[src/rtl/mul_pkg.sv]
// Shared constants and the Booth selector type for the pipelined 16x16 signed multiplier.
package mul_pkg;

  localparam int OPW = 16;
  localparam int PW  = 32;
  localparam int NPP = 8;
  localparam int LAT = 4;

  typedef struct packed {
    logic zero;
    logic one;
    logic double;
    logic reverse;
  } booth_sel_t;

endpackage

[src/rtl/booth_enc.sv]
// Radix-4 Booth recoder: one overlapping 3-bit multiplier group -> magnitude select and sign.
module booth_enc
  import mul_pkg::*;
(
  input  logic [2:0] grp,
  output booth_sel_t sel
);

  always_comb begin
    sel = '0;
    unique case (grp)
      3'b000, 3'b111: sel.zero   = 1'b1;
      3'b001, 3'b010: sel.one    = 1'b1;
      3'b011:         sel.double = 1'b1;
      3'b100:         begin sel.double = 1'b1; sel.reverse = 1'b1; end
      3'b101, 3'b110: begin sel.one    = 1'b1; sel.reverse = 1'b1; end
      default:        sel.zero   = 1'b1;
    endcase
  end

endmodule

[src/rtl/compressor32.sv]
// 3:2 carry-save adder; cout carries weight 2 and is shifted by the caller.
module compressor32 #(
  parameter int WIDTH = 32
) (
  input  logic [WIDTH-1:0] x0,
  input  logic [WIDTH-1:0] x1,
  input  logic [WIDTH-1:0] x2,
  output logic [WIDTH-1:0] sum,
  output logic [WIDTH-1:0] cout
);

  assign sum  = x0 ^ x1 ^ x2;
  assign cout = (x0 & x1) | (x0 & x2) | (x1 & x2);

endmodule

[src/rtl/compressor42.sv]
// 4:2 compressor built from two 3:2 levels: x0+x1+x2+x3 == 2*cout + sum (mod 2^WIDTH).
module compressor42 #(
  parameter int WIDTH = 32
) (
  input  logic [WIDTH-1:0] x0,
  input  logic [WIDTH-1:0] x1,
  input  logic [WIDTH-1:0] x2,
  input  logic [WIDTH-1:0] x3,
  output logic [WIDTH-1:0] sum,
  output logic [WIDTH-1:0] cout
);

  logic [WIDTH-1:0] s1;
  logic [WIDTH-1:0] c1;

  assign s1 = x0 ^ x1 ^ x2;
  // Internal carry moves up one bit here; its top bit falls off the modulus.
  assign c1 = {(x0[WIDTH-2:0] & x1[WIDTH-2:0]) |
               (x0[WIDTH-2:0] & x2[WIDTH-2:0]) |
               (x1[WIDTH-2:0] & x2[WIDTH-2:0]), 1'b0};

  assign sum  = s1 ^ c1 ^ x3;
  assign cout = (s1 & c1) | (s1 & x3) | (c1 & x3);

endmodule

[src/rtl/booth_mul16_pipe.sv]
// Four-stage pipelined signed 16x16 -> 32 multiplier: Booth recoding, carry-save tree, final CPA.
module booth_mul16_pipe
  import mul_pkg::*;
(
  input  logic                  clk,
  input  logic                  rst,
  input  logic                  in_valid,
  input  logic signed [OPW-1:0] a,
  input  logic signed [OPW-1:0] b,
  output logic                  out_valid,
  output logic signed [PW-1:0]  p
);

  // Negative groups are inverted before the shift so only the +1 at bit 2*idx is owed.
  function automatic logic signed [PW-1:0] pp_gen(input booth_sel_t s,
                                                  input logic signed [OPW-1:0] x,
                                                  input int idx);
    logic signed [PW-1:0] xe;
    logic signed [PW-1:0] m;
    xe = {{(PW-OPW){x[OPW-1]}}, x};
    m  = s.one ? xe : (s.double ? (xe <<< 1) : '0);
    if (s.reverse) m = ~m;
    return m << (2 * idx);
  endfunction

  logic [OPW:0]         b_ext;
  booth_sel_t           sel [NPP];
  logic signed [PW-1:0] pp_p0 [NPP];
  logic [PW-1:0]        neg_p0;

  assign b_ext = {b, 1'b0};

  for (genvar gi = 0; gi < NPP; gi++) begin : g_enc
    booth_enc u_enc (
      .grp (b_ext[2*gi+2:2*gi]),
      .sel (sel[gi])
    );
  end

  always_comb begin
    neg_p0 = '0;
    for (int i = 0; i < NPP; i++) begin
      pp_p0[i] = pp_gen(sel[i], a, i);
      if (sel[i].reverse) neg_p0[2*i] = 1'b1;
    end
  end

  // ---- stage 1: partial products and correction vector ----
  logic                 vld_p1;
  logic signed [PW-1:0] pp_p1 [NPP];
  logic [PW-1:0]        neg_p1;

  always_ff @(posedge clk or posedge rst) begin
    if (rst) begin
      vld_p1 <= 1'b0;
      pp_p1  <= '{default: '0};
      neg_p1 <= '0;
    end else begin
      vld_p1 <= in_valid;
      if (in_valid) begin
        pp_p1  <= pp_p0;
        neg_p1 <= neg_p0;
      end
    end
  end

  logic [PW-1:0] s_lo_p1, c_lo_p1, s_hi_p1, c_hi_p1;

  compressor42 #(.WIDTH(PW)) u_c42_lo (
    .x0 (pp_p1[0]), .x1 (pp_p1[1]), .x2 (pp_p1[2]), .x3 (pp_p1[3]),
    .sum (s_lo_p1), .cout (c_lo_p1)
  );

  compressor42 #(.WIDTH(PW)) u_c42_hi (
    .x0 (pp_p1[4]), .x1 (pp_p1[5]), .x2 (pp_p1[6]), .x3 (pp_p1[7]),
    .sum (s_hi_p1), .cout (c_hi_p1)
  );

  // ---- stage 2: four carry-save vectors plus the correction vector ----
  logic                 vld_p2;
  logic signed [PW-1:0] v_p2 [4];
  logic [PW-1:0]        neg_p2;

  always_ff @(posedge clk or posedge rst) begin
    if (rst) begin
      vld_p2 <= 1'b0;
      v_p2   <= '{default: '0};
      neg_p2 <= '0;
    end else begin
      vld_p2 <= vld_p1;
      if (vld_p1) begin
        v_p2[0] <= s_lo_p1;
        v_p2[1] <= c_lo_p1 << 1;
        v_p2[2] <= s_hi_p1;
        v_p2[3] <= c_hi_p1 << 1;
        neg_p2  <= neg_p1;
      end
    end
  end

  logic [PW-1:0] s_a_p2, c_a_p2, s_b_p2, c_b_p2;

  compressor42 #(.WIDTH(PW)) u_c42_top (
    .x0 (v_p2[0]), .x1 (v_p2[1]), .x2 (v_p2[2]), .x3 (v_p2[3]),
    .sum (s_a_p2), .cout (c_a_p2)
  );

  compressor32 #(.WIDTH(PW)) u_c32 (
    .x0 (s_a_p2), .x1 (c_a_p2 << 1), .x2 (neg_p2),
    .sum (s_b_p2), .cout (c_b_p2)
  );

  // ---- stage 3: final sum/carry pair ----
  logic                 vld_p3;
  logic signed [PW-1:0] sum_p3;
  logic signed [PW-1:0] carry_p3;

  always_ff @(posedge clk or posedge rst) begin
    if (rst) begin
      vld_p3   <= 1'b0;
      sum_p3   <= '0;
      carry_p3 <= '0;
    end else begin
      vld_p3 <= vld_p2;
      if (vld_p2) begin
        sum_p3   <= s_b_p2;
        carry_p3 <= c_b_p2 << 1;
      end
    end
  end

  // ---- stage 4: carry-propagate add into the product register ----
  always_ff @(posedge clk or posedge rst) begin
    if (rst) begin
      out_valid <= 1'b0;
      p         <= '0;
    end else begin
      out_valid <= vld_p3;
      if (vld_p3) p <= sum_p3 + carry_p3;
    end
  end

endmodule

[config.mk]
export PLATFORM = sky130hd
export DESIGN_NAME = booth_mul16_pipe
export DESIGN_NICKNAME = d
export VERILOG_FILES = /design/src/rtl/mul_pkg.sv /design/src/rtl/booth_enc.sv /design/src/rtl/compressor32.sv /design/src/rtl/compressor42.sv /design/src/rtl/booth_mul16_pipe.sv
export SDC_FILE = /design/constraint.sdc
export NUM_CORES = 1
export LEC_CHECK = 0
export BUFFER_PORTS_ARGS = -buffer_cell sky130_fd_sc_hd__buf_2
export CAP_MARGIN = 20
export CORE_ASPECT_RATIO = 1.5
export CORE_MARGIN = 8
export CORE_UTILIZATION = 45
export CTS_BUF_LIST = sky130_fd_sc_hd__clkbuf_16
export DETAILED_ROUTE_END_ITERATION = 7
export GPL_TIMING_DRIVEN = 0
export HOLD_SLACK_MARGIN = 0.03
export SYNTH_ARGS = -nofsm -noshare
export SYNTH_HDL_FRONTEND = slang
export SYNTH_SLANG_ARGS = --single-unit
[constraint.sdc]
create_clock -name clk -period 11.68 [get_ports clk]
set_clock_uncertainty 0.05 [all_clocks]
set_input_delay 0.584 -clock clk [delete_from_list [all_inputs] [get_ports clk]]
set_output_delay 0.584 -clock clk [all_outputs]
set_load 0.02 [all_outputs]
==> metrics.md <==
| Metric | Value |
|---|---|
| Run status | `complete, no violations` |
| CTS H-Tree Depth | `1` |
| CTS Sinks | `334` |
| Detail Route Antenna Nets | `0` |
| Critical path required time | `12.07 ns` |
| Endpoint class of the critical path | `flip-flop` |
| Initial antenna violation count | `0` |
| Placed cells | `2,648` |
| Synth unique cells | `68` |
| Reg2reg path depth | `8` |
| Hold Vio Cnt, Final | `0` |
| Die height | `277 um` |
| Multiplexer share of the synthesized area | `9.41%` |
| Placer congestion estimate | `0.943` |
| Ports | `between 60 and 70` |
| CTS tree | `done` |
| Largest net degree at the start of global routing | `122` |
| Clk_lat worst skew | `around 0.57 ns` |
| RR Endpoint | `p[31]` |
| Most frequent cells in the layout | `nor2_1 (387), dfrtp_1 (334), a21oi_1 (196)` |
| Initial DRC Count | `991` |
| Clk root buf | `clkbuf_16` |
| Setup violators final | `0` |
| Post-detail-place hpwl | `50,900 um` |
| Rel. slew slack | `35.1%` |
| RSZ-0062 raised after global routing | `false` |
| # rows | `95` |
| Post-Synthesis Cell Area | `20,500 um2` |
| Hold path cells | `1` |
| First-pass GRT wire length | `96,600 um` |
| Worst Hold Launch | `in_valid` |
| Horiz. Die Dim | `around 190 um` |
| Top FF cell, synth | `dfrtp_1` |
| Die footprint | `52,700 um2` |
| Setup Buffers After CTS | `0` |
| Vias in the first global route | `about 16k` |
| P&R area growth vs syn | `9.91%` |
| Critical path type | `reg2reg` |
| Async SR Flop Fraction | `100%` |
| Static leakage | `9.40 nW` |
| Pwr dens | `236 nW/um2` |
| Syn_area_per_cell | `10.2 um2` |
| Post-synth EDFFs | `0` |
| VDD IR max | `0.124 mV` |
| Final slew viol count | `0` |
| Initial core utilization | `around 46%` |
| Final cell count without fillers | `2,703` |
| CP Data Arrival Time | `around 3.4 ns` |
| Leading cell type in the layout, fill and taps excluded | `nor2_1` |
| Worst-path clk slew | `0.07 ns` |
| Adder-Cell Fraction of Synth Area | `15.7%` |
| Routed via count | `15.0k` |
| CP startpoint | `sum_p3[27]` |
| Post-synth top area share | `between 40% and 50%` |
| Flop-to-flop setup slack | `about 8.7 ns` |
| Register area share after synthesis | `between 40 and 50%` |
| Hold slack | `0.0844 ns` |
| #FFs+latches synth | `334` |
| Post-route DRC | `0` |
| Fmax | `0.338 GHz` |
| Number of gates resized after cts | `0` |
| Least-Margin Pin Slew | `0.967 ns` |
| Overflow after GRT | `0` |
| Hold EP | `vld_p1` |
| WL final | `roughly 63,000 um` |
| Worst-case clock buffer depth | `3` |
| Worst-path maximum fanout | `9` |
| Synth Area in Compound Gates | `12.9%` |
| Post-Syn Nets | `2,238` |
| Ant diodes | `0` |
| IO Port Bufs | `47` |
| Min Tclk post-route | `about 3.0 ns` |
| Xor/xnor share of the synthesized area | `about 6%` |
| Core ar. | `44,800 um2` |
| Final net count | `~2.3k` |
| Synth warn | `0` |
| Via/cell ratio | `5.55` |
| Main combinational cell family by area after synthesis | `adder cells` |
| Final Cycle Share | `roughly 25%` |
| Setup crit start kind | `flip-flop` |
| Hold WC Path Type | `in2reg` |
| Pre-antenna DRT Iters | `6` |
| Yosys top cell by area | `dfrtp_1` |
| Critical R2R Launch | `sum_p3[27]` |
| Gate Count Post-Synth | `2,016` |
| CTS Buf Count | `31` |
| Max-cap check violation count | `0` |
| Synth area leaders | `dfrtp_1 (41%), fa_1 (11%), mux2_2 (8.5%)` |
| Simple logic cell fraction of the synthesized area | `10.8%` |
| Share of cells above drive strength 1 | `13.6%` |
| Mean routed wirelength per cell | `23.2 um` |
| Tot GR Track Use | `23.9%` |
## worst max-delay path by stage
stage / to / slack [ns] / cells after the start
2_1_floorplan: carry_p3[10] / 1.79 / 1
3_3_place_gp: pp_p1[228] / -1.85 / 2
3_5_place_dp: pp_p1[126] / 8.74 / 6
4_1_cts: p[31] / 8.75 / 8
5_1_grt: p[31] / 8.55 / 8
6_report: p[31] / 8.72 / 8
## critical path, cell delays in order (launching register included)
cell	delay, ns
dfrtp_1	0.39
ha_1	0.28
clkbuf_1	0.38
nand4_1	0.23
nor4_1	0.65
nand2_1	0.11
o22ai_1	0.48
a211o_1	0.18
o211ai_1	0.08
## cell usage after synthesis, types with 4 or more instances
master,count
xnor2_1,131
nor2b_1,7
nor2_1,387
nor3_1,6
ha_1,72
buf_6,7
o31ai_1,4
mux2i_1,18
a21o_1,7
buf_1,32
o221ai_1,4
buf_2,15
o211ai_1,4
mux2_2,155
o21ai_0,47
dfrtp_1,334
nand3_1,18
o22ai_1,4
nand2_1,84
a21oi_1,196
fa_1,115
a22oi_1,11
inv_1,51
nand4_1,14
a31oi_1,5
a211oi_1,104
xor2_1,7
clkbuf_1,116
## cell families after synthesis
| kind of cell | count (synthesis) |
|---|---|
| compound gates | 421 |
| xor+xnor | 138 |
| fa+ha+maj | 187 |
| buf+inv | 223 |
| flops | 334 |
| mux | 173 |
| simple gates | 540 |
## state kept, by name, indices dropped and copies added, names as in the netlist
signal,count
neg_p2,8
v_p2,86
pp_p1,136
vld_p3,1
out_valid,1
vld_p1,1
sum_p3,32
carry_p3,28
vld_p2,1
neg_p1,8
p,32
## where the power goes
group | leakage, nW | internal (W) | switching [W]
logic | 4.95 | 0.00118 | 0.00136
registers | 3.97 | 0.00152 | 0.000258
clock network | 0.483 | 0.000546 | 0.000439
## cell type report
cell class	count	area [um2]
flip-flops and latches	334	8360
clock buffers	31	776
multi-input cells	1459	11200
repair buffers	51	328
well taps	582	728
plain buffers	172	724
clock inverters	23	188
inverters	51	199
fillers	4147	22300
## through the flow
stage,power [W],instance area (um2),util [%],setup WS (ns),setup TNS [ns]
2_1_floorplan,0.00358,20500,-,1.79,0
3_3_place_gp,0.00428,21400,47.8,-1.85,-599.42
3_5_place_dp,0.00433,21500,48.0,8.74,0
4_1_cts,0.00535,22500,50.2,8.75,0
5_1_grt,0.00577,22500,50.2,8.55,0
6_report,0.00530,22500,50.2,8.72,0
## timing repair
item / 4_1_cts / 5_1_grt
hold endpoints to repair: 51 / 0
hold buffers: 1 / 0
setup endpoints to repair: 0 / 0
## layer usage
layer / vias to the layer above / wire length [um] / global-route usage [%]
met5: - / 0 / 0
li1: 7025 / - / -
met2: 395 / 32700 / 43.1
met1: 7468 / 24800 / 28.2
met3: 106 / 2460 / 2.53
met4: 0 / 2670 / 10.2
Power figures use the tool's default switching activity.
